## src/rtl/operand_fetch_unit.sv

```systemverilog
// ModR/M operand front end: pulls disp/imm from the prefetch queue, forms EA and segment, moves the operand over the BCU.
// Latency: register operand 2 ce cycles start->operand_valid; word read 4 ce cycles plus BCU wait; dword adds one more transfer.
// Backpressure: FETCH stalls until the queue holds disp+imm bytes; every transfer waits for dp_ready before issue and completion.
module operand_fetch_unit #(
    parameter int IPQ_DEPTH = 8,
    parameter int MAX_WIDTH = 2
) (
    input  logic                           clk,
    input  logic                           n_reset,
    input  logic                           ce,
    input  logic                           start,
    input  logic [1:0]                     mod,
    input  logic [2:0]                     rm,
    input  logic [1:0]                     width,
    input  logic [1:0]                     imm_size,
    input  logic                           mem_read,
    input  logic                           seg_ovr_valid,
    input  logic [1:0]                     seg_ovr,
    input  logic [15:0]                    reg_bw,
    input  logic [15:0]                    reg_bp,
    input  logic [15:0]                    reg_ix,
    input  logic [15:0]                    reg_iy,
    input  logic [8*IPQ_DEPTH-1:0]         ipq_data,
    input  logic [$clog2(IPQ_DEPTH)-1:0]   ipq_head,
    input  logic [$clog2(IPQ_DEPTH):0]     ipq_len,
    output logic                           ipq_consume,
    output logic [2:0]                     ipq_consume_n,
    output logic [15:0]                    dp_addr,
    output logic [1:0]                     dp_sreg,
    output logic                           dp_wide,
    output logic                           dp_write,
    output logic [15:0]                    dp_dout,
    output logic                           dp_req,
    input  logic                           dp_ready,
    input  logic [15:0]                    dp_din,
    input  logic                           store,
    input  logic [31:0]                    store_data,
    // "release" is a reserved word, hence the prefix
    input  logic                           op_release,
    output logic [15:0]                    ea,
    output logic [15:0]                    imm,
    output logic [31:0]                    operand,
    output logic                           operand_valid,
    output logic                           busy,
    output logic                           illegal
);

    localparam int AW = $clog2(IPQ_DEPTH);

    typedef enum logic [2:0] {IDLE, FETCH, RD_LO, RD_HI, HOLD, WR_LO, WR_HI} state_t;
    // ISSUE: waiting to toggle; SKIP: cycle after toggle, dp_ready ignored; WAIT: completion on dp_ready
    typedef enum logic [1:0] {PH_ISSUE, PH_SKIP, PH_WAIT} phase_t;

    state_t      state;
    phase_t      phase;
    logic [1:0]  c_mod, c_width, c_imm_size, c_ovr, seg_q;
    logic [2:0]  c_rm;
    logic        c_mem_read, c_ovr_vld;
    logic [15:0] lo_q;
    logic [31:0] st_q;

    logic [2:0]  disp_n, need;
    logic [7:0]  b_d0, b_d1, b_i0, b_i1;
    logic [15:0] disp_val, base, ea_calc, imm_calc, l_addr, l_dout;
    logic [1:0]  seg_calc, l_seg;
    logic        fetch_ok, mem_op, xfer_state, launch, done, hi_sel, l_write, l_wide, bad_width;

    function automatic logic [7:0] ipq_byte(input logic [8*IPQ_DEPTH-1:0] q, input logic [AW-1:0] idx);
        return q[8*idx +: 8];
    endfunction

    // Decode of the captured ModR/M: byte counts, displacement, EA, segment and the next bus transfer
    always_comb begin
        disp_n = 3'd0;
        case (c_mod)
            2'b00:   disp_n = (c_rm == 3'b110) ? 3'd2 : 3'd0;
            2'b01:   disp_n = 3'd1;
            2'b10:   disp_n = 3'd2;
            default: disp_n = 3'd0;
        endcase
        need = disp_n + {1'b0, c_imm_size};
        b_d0 = ipq_byte(ipq_data, ipq_head);
        b_d1 = ipq_byte(ipq_data, ipq_head + AW'(3'd1));
        b_i0 = ipq_byte(ipq_data, ipq_head + AW'(disp_n));
        b_i1 = ipq_byte(ipq_data, ipq_head + AW'(disp_n + 3'd1));

        if (c_mod == 2'b01)       disp_val = {{8{b_d0[7]}}, b_d0};
        else if (disp_n == 3'd2)  disp_val = {b_d1, b_d0};
        else                      disp_val = 16'h0000;

        base = 16'h0000;
        case (c_rm)
            3'b000:  base = reg_bw + reg_ix;
            3'b001:  base = reg_bw + reg_iy;
            3'b010:  base = reg_bp + reg_ix;
            3'b011:  base = reg_bp + reg_iy;
            3'b100:  base = reg_ix;
            3'b101:  base = reg_iy;
            3'b110:  base = (c_mod == 2'b00) ? 16'h0000 : reg_bp;
            default: base = reg_bw;
        endcase
        ea_calc = base + disp_val;

        if (c_ovr_vld)
            seg_calc = c_ovr;
        else if (c_rm == 3'b010 || c_rm == 3'b011 || (c_rm == 3'b110 && c_mod != 2'b00))
            seg_calc = 2'd2;
        else
            seg_calc = 2'd3;

        if (c_imm_size == 2'd0)       imm_calc = 16'h0000;
        else if (c_imm_size == 2'd1)  imm_calc = {8'h00, b_i0};
        else                          imm_calc = {b_i1, b_i0};

        fetch_ok   = 32'(ipq_len) >= 32'(need);
        mem_op     = (c_mod != 2'b11) && c_mem_read;
        xfer_state = (state == RD_LO) || (state == RD_HI) || (state == WR_LO) || (state == WR_HI);
        done       = xfer_state && (phase == PH_WAIT) && dp_ready;
        // A low-half state past its issue phase can only launch the high half
        hi_sel     = (state == RD_HI) || (state == WR_HI) ||
                     (((state == RD_LO) || (state == WR_LO)) && (phase != PH_ISSUE));
        launch     = dp_ready && (
                        ((state == FETCH) && fetch_ok && mem_op) ||
                        (xfer_state && (phase == PH_ISSUE)) ||
                        (((state == RD_LO) || (state == WR_LO)) && (phase == PH_WAIT) && (c_width == 2'd2)) ||
                        ((state == HOLD) && store && (c_mod != 2'b11)));
        l_write    = (state == HOLD) || (state == WR_LO) || (state == WR_HI);
        l_wide     = (c_width != 2'd0);
        l_seg      = (state == FETCH) ? seg_calc : seg_q;
        if (hi_sel)               l_addr = ea + 16'd2;
        else if (state == FETCH)  l_addr = ea_calc;
        else                      l_addr = ea;
        if (!l_write)             l_dout = 16'h0000;
        else if (state == HOLD)   l_dout = store_data[15:0];
        else if (hi_sel)          l_dout = st_q[31:16];
        else                      l_dout = st_q[15:0];

        bad_width = (width == 2'd3) || ((width == 2'd2) && (MAX_WIDTH < 2));
    end

    // Operand sequencer: capture, fetch, read(s), hold, write(s); all outputs registered
    always_ff @(posedge clk) begin
        if (!n_reset) begin
            state <= IDLE;          phase <= PH_ISSUE;
            dp_req <= 1'b0;         dp_write <= 1'b0;       dp_wide <= 1'b0;
            dp_addr <= 16'h0000;    dp_dout <= 16'h0000;    dp_sreg <= 2'd3;
            ipq_consume <= 1'b0;    ipq_consume_n <= 3'd0;
            ea <= 16'h0000;         imm <= 16'h0000;        operand <= 32'h0;
            operand_valid <= 1'b0;  busy <= 1'b0;           illegal <= 1'b0;
            c_mod <= 2'd0;          c_rm <= 3'd0;           c_width <= 2'd0;
            c_imm_size <= 2'd0;     c_mem_read <= 1'b0;     c_ovr_vld <= 1'b0;
            c_ovr <= 2'd0;          seg_q <= 2'd3;          lo_q <= 16'h0000;
            st_q <= 32'h0;
        end else if (ce) begin
            ipq_consume <= 1'b0;
            illegal     <= 1'b0;
            if (launch) begin
                dp_req   <= ~dp_req;
                dp_addr  <= l_addr;
                dp_sreg  <= l_seg;
                dp_wide  <= l_wide;
                dp_write <= l_write;
                dp_dout  <= l_dout;
                phase    <= PH_SKIP;
            end
            case (state)
                IDLE: if (start) begin
                    if (bad_width) begin
                        illegal <= 1'b1;
                    end else begin
                        c_mod <= mod;           c_rm <= rm;             c_width <= width;
                        c_imm_size <= imm_size; c_mem_read <= mem_read;
                        c_ovr_vld <= seg_ovr_valid;                     c_ovr <= seg_ovr;
                        busy  <= 1'b1;
                        state <= FETCH;
                    end
                end
                FETCH: if (fetch_ok) begin
                    ipq_consume   <= 1'b1;
                    ipq_consume_n <= need;
                    ea    <= ea_calc;
                    imm   <= imm_calc;
                    seg_q <= seg_calc;
                    if (mem_op) begin
                        state <= RD_LO;
                        if (!dp_ready) phase <= PH_ISSUE;
                    end else begin
                        state         <= HOLD;
                        operand       <= 32'h0;
                        operand_valid <= 1'b1;
                    end
                end
                RD_LO, RD_HI, WR_LO, WR_HI: begin
                    if (phase == PH_SKIP) begin
                        phase <= PH_WAIT;
                    end else if (done) begin
                        if (state == RD_LO) begin
                            if (c_width == 2'd2) begin
                                lo_q  <= dp_din;
                                state <= RD_HI;
                            end else begin
                                operand       <= (c_width == 2'd0) ? {24'h0, dp_din[7:0]} : {16'h0, dp_din};
                                operand_valid <= 1'b1;
                                state         <= HOLD;
                            end
                        end else if (state == RD_HI) begin
                            operand       <= {dp_din, lo_q};
                            operand_valid <= 1'b1;
                            state         <= HOLD;
                        end else if (state == WR_LO && c_width == 2'd2) begin
                            state <= WR_HI;
                        end else begin
                            busy  <= 1'b0;
                            state <= IDLE;
                        end
                    end
                end
                HOLD: begin
                    if (store && c_mod != 2'b11) begin
                        st_q          <= store_data;
                        operand_valid <= 1'b0;
                        state         <= WR_LO;
                        if (!dp_ready) phase <= PH_ISSUE;
                    end else if (store || op_release) begin
                        operand_valid <= 1'b0;
                        busy          <= 1'b0;
                        state         <= IDLE;
                    end
                end
                default: state <= IDLE;
            endcase
        end
    end

endmodule

```

## config.mk

```make
export PLATFORM = sky130hd
export DESIGN_NAME = operand_fetch_unit
export DESIGN_NICKNAME = d
export VERILOG_FILES = /design/src/rtl/operand_fetch_unit.sv
export SDC_FILE = /design/constraint.sdc
export NUM_CORES = 1
export LEC_CHECK = 0
export ABC_AREA = 1
export BUFFER_PORTS_ARGS = -buffer_cell sky130_fd_sc_hd__buf_2
export CAP_MARGIN = 20
export CORE_AREA = 3 3 188 135
export CTS_CLUSTER_SIZE = 25
export DETAILED_ROUTE_END_ITERATION = 10
export DIE_AREA = 0 0 191 138
export PLACE_DENSITY = 0.91
export SLEW_MARGIN = 25
export SYNTH_ARGS = -nofsm -noshare
export SYNTH_HDL_FRONTEND = slang
export SYNTH_SLANG_ARGS = --single-unit
```

## constraint.sdc

```tcl
create_clock -name clk -period 5.1 [get_ports clk]
set_clock_uncertainty 0.15 [all_clocks]
set_input_delay 0.51 -clock clk [delete_from_list [all_inputs] [get_ports clk]]
set_output_delay 0.51 -clock clk [all_outputs]
set_load 0.005 [all_outputs]
```

==> impl_metrics.env, run 1 <==
export IMPL_outcome="completed"
export IMPL_critPathMaxFanout=26
export IMPL_initial_core_util_pct=55.2
export IMPL_post_cts_resized=0
export IMPL_port_buffers=310
export IMPL_fin_nets=2551
export IMPL_vias_per_cell=6.14
export IMPL_arrival_ns=4.98
export IMPL_die_width_um=191
export IMPL_grt_pass1_wl_um=77600
export IMPL_power_uw=5730
export IMPL_hold_end="st_q[22]$_SDFFE_PN0P_"
export IMPL_cts_buffers=17
export IMPL_drv_slew=0
export IMPL_drc=0
export IMPL_layout_setup_ws_ns=0.327
export IMPL_grt_max_degree=81
export IMPL_cpPeakStageDelay_ns=0.42
export IMPL_antenna_found_initial=1
export IMPL_async_flop_share_pct=0
export IMPL_crit_family="compound AO/OA/AOI/OAI gates"
export IMPL_power_per_cell_area_nw_per_um2=372
export IMPL_drv_cap=0
export IMPL_required_ns=5.31
export IMPL_crit_path_start_kind="register"
export IMPL_area_growth_pct=18.5
export IMPL_cts_hold_buf=0
export IMPL_drtIter0Drc=2163
export IMPL_synth_area_leaders="dfxtp_1 27%, o21ai_0 13%, a21oi_1 9.2%, nand2_1 8.6%, nor2_1 8.0%"
export IMPL_pwr_share_seq_pct=29.3
export IMPL_min_period_ns=4.77
export IMPL_finalCritPeriodShare_pct=93.6
export IMPL_core_area_sq_um=23600
export IMPL_sw_frac_of_total_pct=44.2
export IMPL_postPlaceCellArea_sq_um=14800
export IMPL_synth_common_cells="346 x o21ai_0, 299 x nand2_1, 277 x nor2_1"
export IMPL_num_vias=16100
export IMPL_drt_pass1_iterations=8
export IMPL_clock_sinks=176
export IMPL_cts_root_buf="clkbuf_16"
export IMPL_die_area_sq_um=26400
export IMPL_synth_most_common_cell="o21ai_0"
export IMPL_slew_headroom_pct=34.3
export IMPL_min_from="store_data[22]"
export IMPL_postCtsSetupBuffers=0
export IMPL_hold_depth=3
export IMPL_worstRegToRegCells=25
export IMPL_cp_end_kind="register"
export IMPL_drive_gt1_share_pct=19.4
export IMPL_synth_avg_cell_area_sq_um=6.38
export IMPL_clk_pin_slew_ns=0.07
export IMPL_cp_num_buf_inv=4
export IMPL_fin_area_sq_um=15400
export IMPL_fmax_mhz=210
export IMPL_h_tree_depth=4
export IMPL_num_rows=47
export IMPL_hpwl_um=36600
export IMPL_grt_ovfl_total=0
export IMPL_clkPwrFrac_pct=23.5
export IMPL_drtAntennaViolNets=0
export IMPL_synthDistinctLibCells=57
export IMPL_grt_setup_unrepaired="false"
export IMPL_pre_cts_ws_ns=0.366
export IMPL_seq_area_frac_synth_pct=27.1
export IMPL_tns_ns=0
export IMPL_power_leakage_uw=0.00735
export IMPL_grt_pass1_vias=14600
export IMPL_path_class="register to register"
export IMPL_worst_pin_slew_ns=0.984
export IMPL_timing_rr_end="dp_addr[13]$_SDFFE_PN0P_"
export IMPL_critical_path_slowest_cell="o21ai_0"
export IMPL_synth_area_sq_um=13000
export IMPL_gr_usage_all_layers_pct=35.9
export IMPL_p_switching_uw=2530
export IMPL_hold_viol_final=0
export IMPL_die_y_um=138
export IMPL_power_frac_comb_pct=47.2
export IMPL_irDropWorstVdd_mv=0.291
export IMPL_wl_per_cell_um=19.0
export IMPL_pin_count=311
export IMPL_setup_viol=0
export IMPL_reg2reg_setup_slack_ns=0.33
export IMPL_rr_startpoint="c_rm[2]$_SDFFE_PN0P_"
export IMPL_max_clock_path_buffers=2
export IMPL_p_int_uw=3200
export IMPL_synth_nets=2302
export IMPL_post_synth_top_area_cell="dfxtp_1"
export IMPL_synth_edff_count=0
export IMPL_ys_seq_elements=176
export IMPL_globalplace_congestion=1.00
export IMPL_min_path_type="input port to register"
export IMPL_cts_tree="yes"
export IMPL_cpMostUsedCell="o21ai_0"
export IMPL_ys_warn_count=0
export IMPL_clock_latency_ns=0.43
export IMPL_drt_total_wl_um=49700
export IMPL_synth_cells=2040
export IMPL_synth_ff_type="dfxtp_1"
export IMPL_netlist_area_leader_share_pct=27.1
==> registers in the layout, indices dropped and copies added (netlist names), 3 cells and up <==
register	cells
ea	16
operand	32
lo_q	16
st_q	32
c_rm	3
imm	16
dp_dout	16
state	3
dp_addr	16
ipq_consume_n	3
==> tightest hold or removal path, stage by stage <==
cell and delay (ns):
buf_2 0.07, nor2_1 0.03, nor2_1 0.08
==> power groups by stage <==
stage / combinational (uW) / clock (uW) / sequential (uW)
floorplan: 1740 / 0 / 1680
global placement: 2550 / 0 / 1690
detailed placement: 2590 / 0 / 1700
CTS: 2620 / 1350 / 1670
global route: 2970 / 1410 / 1690
finish: 2700 / 1350 / 1680
==> area by class of cell <==
class / count / area (sq um)
antenna: 1 / 2.50
clock buffer: 18 / 429
clock inverter: 14 / 173
fill: 2144 / 8160
inverter: 196 / 737
multi-input combinational: 1550 / 8280
sequential: 176 / 3530
tap: 318 / 398
timing repair buffer: 348 / 1870
==> metrics by stage <==
| step | utilization (%) | hold WS (ns) | instances |
|---|---|---|---|
| floorplan | - | 0.279 | 2040 |
| global placement | 62.7 | 0.288 | 2588 |
| detailed placement | 62.7 | 0.292 | 2588 |
| CTS | 65.3 | 0.151 | 2620 |
| global route | 65.4 | 0.164 | 2620 |
| finish | 65.4 | 0.153 | 2621 |
==> per-layer routing <==
layer / part of all wire, % / global-route usage (%) / routed length (um)
met4: 3.0 / 10.3 / 1490
met1: 42 / 51.0 / 21000
met3: 13 / 9.31 / 6560
met2: 41 / 53.9 / 20600
met5: 0.026 / 0 / 13
==> how the worst max path moves through the flow <==
stage	from	endpoint	cells past startpoint
2_1_floorplan	c_rm[1]$_SDFFE_PN0P_	dp_addr[12]$_SDFFE_PN0P_	24
3_3_place_gp	c_rm[2]$_SDFFE_PN0P_	dp_addr[13]$_SDFFE_PN0P_	27
3_5_place_dp	c_rm[2]$_SDFFE_PN0P_	dp_addr[12]$_SDFFE_PN0P_	25
4_1_cts	c_rm[2]$_SDFFE_PN0P_	dp_addr[12]$_SDFFE_PN0P_	25
5_1_grt	c_rm[2]$_SDFFE_PN0P_	dp_addr[11]$_SDFFE_PN0P_	27
6_report	c_rm[2]$_SDFFE_PN0P_	dp_addr[13]$_SDFFE_PN0P_	25
==> placed cells by master, fill, tap and decap left out, types with 17 or more instances in the layout <==
| cell | instances |
|---|---|
| o211ai_1 | 30 |
| nor2_1 | 277 |
| o221a_2 | 26 |
| nand3_1 | 84 |
| clkbuf_16 | 17 |
| nor3_1 | 23 |
| dfxtp_1 | 174 |
| buf_4 | 35 |
| o2111ai_1 | 18 |
| inv_1 | 174 |
| o21ai_0 | 344 |
| nand2_1 | 299 |
| a21oi_1 | 236 |
| ha_1 | 53 |
| buf_2 | 309 |
==> logic make-up (layout without fill, tap and decap cells) <==
kind of cell	count (synthesis)	in the layout	synth area share, %
AO/OA/AOI/OAI	746	746	33.1
AND/OR/NAND/NOR	724	724	23.0
buffers and inverters	314	576	9.44
flip-flops	176	176	27.1
adder cells (fa/ha/maj)	59	59	6.02
XOR/XNOR	20	20	1.35
multiplexers	1	1	0.0770
other	0	1	0
Note: power is estimated with default switching activity, not from simulation.
==> run 2, diff against run 1 <==
REMOVE_ABC_BUFFERS = 1   (was default)
==> run 2 against run 1 <==
Compared with the run above:
- utilization decreased by 0.31 points
- critical path depth increased by 2
- non-clock buffer count decreased by 2
- clock power decreased by 5%
- cell count decreased by 0.11%
- count of clock-buffer cells in the layout increased by 2
- routed wire length decreased by 4.3%
- sequential share of layout area increased by 0.094 points
- via count decreased by 0.99%
- power decreased by 2.3%
- highest routed layer is now met4
==> impl_metrics.env, run 2 (same netlist as run 1, synthesis figures left out) <==
export IMPL_outcome="completed"
export IMPL_grt_busiest_layer="met2"
export IMPL_port_buffers=310
export IMPL_hpwl_um=34800
export IMPL_pin_count=311
export IMPL_globalplace_congestion=0.997
export IMPL_worst_pin_slew_ns=1.00
export IMPL_vias_per_cell=6.08
export IMPL_num_antenna_cells=0
export IMPL_slew_headroom_pct=33.2
export IMPL_fin_util_pct=65.1
export IMPL_clk_pin_slew_ns=0.07
export IMPL_postCtsSetupBuffers=0
export IMPL_clock_sinks=176
export IMPL_layout_setup_ws_ns=0.457
export IMPL_core_area_sq_um=23600
export IMPL_cp_end_kind="register"
export IMPL_groute_layer_met3_usage_pct=7.09
export IMPL_tns_ns=0
export IMPL_gr_usage_all_layers_pct=34.1
export IMPL_hold_viol_final=0
export IMPL_cts_hold_buf=0
export IMPL_cts_buffers=17
export IMPL_power_per_cell_area_nw_per_um2=365
export IMPL_critPathMaxFanout=18
export IMPL_cts_root_buf="clkbuf_16"
export IMPL_drive_gt1_share_pct=19.2
export IMPL_reg_largest_list="operand: 32 flops, st_q: 32 flops"
export IMPL_num_vias=15900
export IMPL_required_ns=5.27
export IMPL_antenna_found_initial=0
export IMPL_die_area_sq_um=26400
export IMPL_drv_cap=0
export IMPL_path_class="register to register"
export IMPL_drc=0
export IMPL_area_growth_pct=18.0
export IMPL_fin_nets=2549
export IMPL_fmax_mhz=215
export IMPL_dp_cells=2586
export IMPL_drtAntennaViolNets=0
export IMPL_setup_viol=0
export IMPL_die_y_um=138
export IMPL_met1_usage_pct=48.9
export IMPL_final_common_cell="o21ai_0"
export IMPL_drtIter0Drc=1819
export IMPL_met2_usage_pct=50.8
export IMPL_finalCritPeriodShare_pct=91.0
export IMPL_grt_pass1_wl_um=74500
export IMPL_grt_ovfl_total=0
export IMPL_max_clock_path_buffers=2
export IMPL_crit_path_start_kind="register"
export IMPL_min_path_type="input port to register"
export IMPL_fin_cells=2618
export IMPL_post_cts_resized=0
export IMPL_power_leakage_uw=0.00732
export IMPL_clock_latency_ns=0.43
export IMPL_pre_cts_ws_ns=0.448
export IMPL_drt_total_wl_um=47600
export IMPL_arrival_ns=4.81
export IMPL_drv_slew=0
export IMPL_mostFrequentLayoutCells="344 x o21ai_0, 309 x buf_2, 299 x nand2_1"
export IMPL_wl_per_cell_um=18.2
export IMPL_num_rows=47
export IMPL_grt_max_degree=93
export IMPL_min_period_ns=4.64
export IMPL_cts_tree="yes"
export IMPL_h_tree_depth=4
export IMPL_initial_core_util_pct=55.2
export IMPL_die_width_um=191
export IMPL_drt_pass1_iterations=7
export IMPL_irDropWorstVdd_mv=0.307
export IMPL_grt_pass1_vias=14500
[run 2: critical path, stage by stage, from the launching register on]
cell      delay (ns)
dfxtp_1         0.34
inv_1           0.19
nand3_1         0.19
buf_4           0.24
nand2_1         0.06
o21ai_0         0.08
ha_1            0.33
a21oi_1         0.23
o21ai_0         0.16
a21oi_1         0.20
nor2_1          0.08
o21ai_0         0.16
nand2_1         0.09
o21ai_0         0.15
nand3_1         0.10
o21ai_0         0.17
inv_1           0.12
ha_1            0.37
a21oi_1         0.20
o21ai_0         0.10
inv_1           0.11
nand3_1         0.11
nand2_1         0.09
nand3_1         0.08
o211ai_1        0.11
o311ai_1        0.14
o211ai_1        0.12
inv_1           0.05
[run 2: worst paths after layout]
| path | cells after the start | startpoint | slack, ns | to |
|---|---|---|---|---|
| setup / recovery | 27 | c_rm[2]$_SDFFE_PN0P_ | 0.46 | dp_addr[11]$_SDFFE_PN0P_ |
| hold / removal | 3 | store_data[22] | 0.15 | st_q[22]$_SDFFE_PN0P_ |
| setup reg to reg | 27 | c_rm[2]$_SDFFE_PN0P_ | 0.46 | dp_addr[11]$_SDFFE_PN0P_ |
| hold reg to reg | 2 | operand[17]$_SDFFE_PN0P_ | 0.31 | operand[17]$_SDFFE_PN0P_ |
[run 2: power by group]
| group | internal, uW | switching [uW] | leakage (uW) |
|---|---|---|---|
| Sequential | 1550 | 118 | 0.00143 |
| Clock | 697 | 581 | 0.000273 |
| Combinational | 900 | 1750 | 0.00562 |
[run 2: stage by stage]
| stage | area (sq um) | hold slack [ns] | power, uW |
|---|---|---|---|
| global route | 15300 | 0.147 | 5960 |
| CTS | 15300 | 0.143 | 5530 |
| detailed placement | 14800 | 0.302 | 4250 |
| global placement | 14800 | 0.289 | 4190 |
| finish | 15300 | 0.150 | 5600 |
| floorplan | 12500 | 0.279 | 3310 |
[run 2: cell type report]
cell class                      count  area (sq um)
Fill cell                        2203          8240
Tap cell                          318           398
Multi-Input combinational cell   1550          8280
Inverter                          196           736
Clock buffer                       20           447
Timing Repair Buffer              346          1840
Sequential cell                   176          3520
Clock inverter                     12           124
[run 2: layer usage]
| metal | share of wire (%) | wire, um |
|---|---|---|
| met2 | 42 | 20100 |
| met4 | 3.0 | 1430 |
| met1 | 42 | 20000 |
| met5 | 0 | 0 |
| met3 | 13 | 6100 |
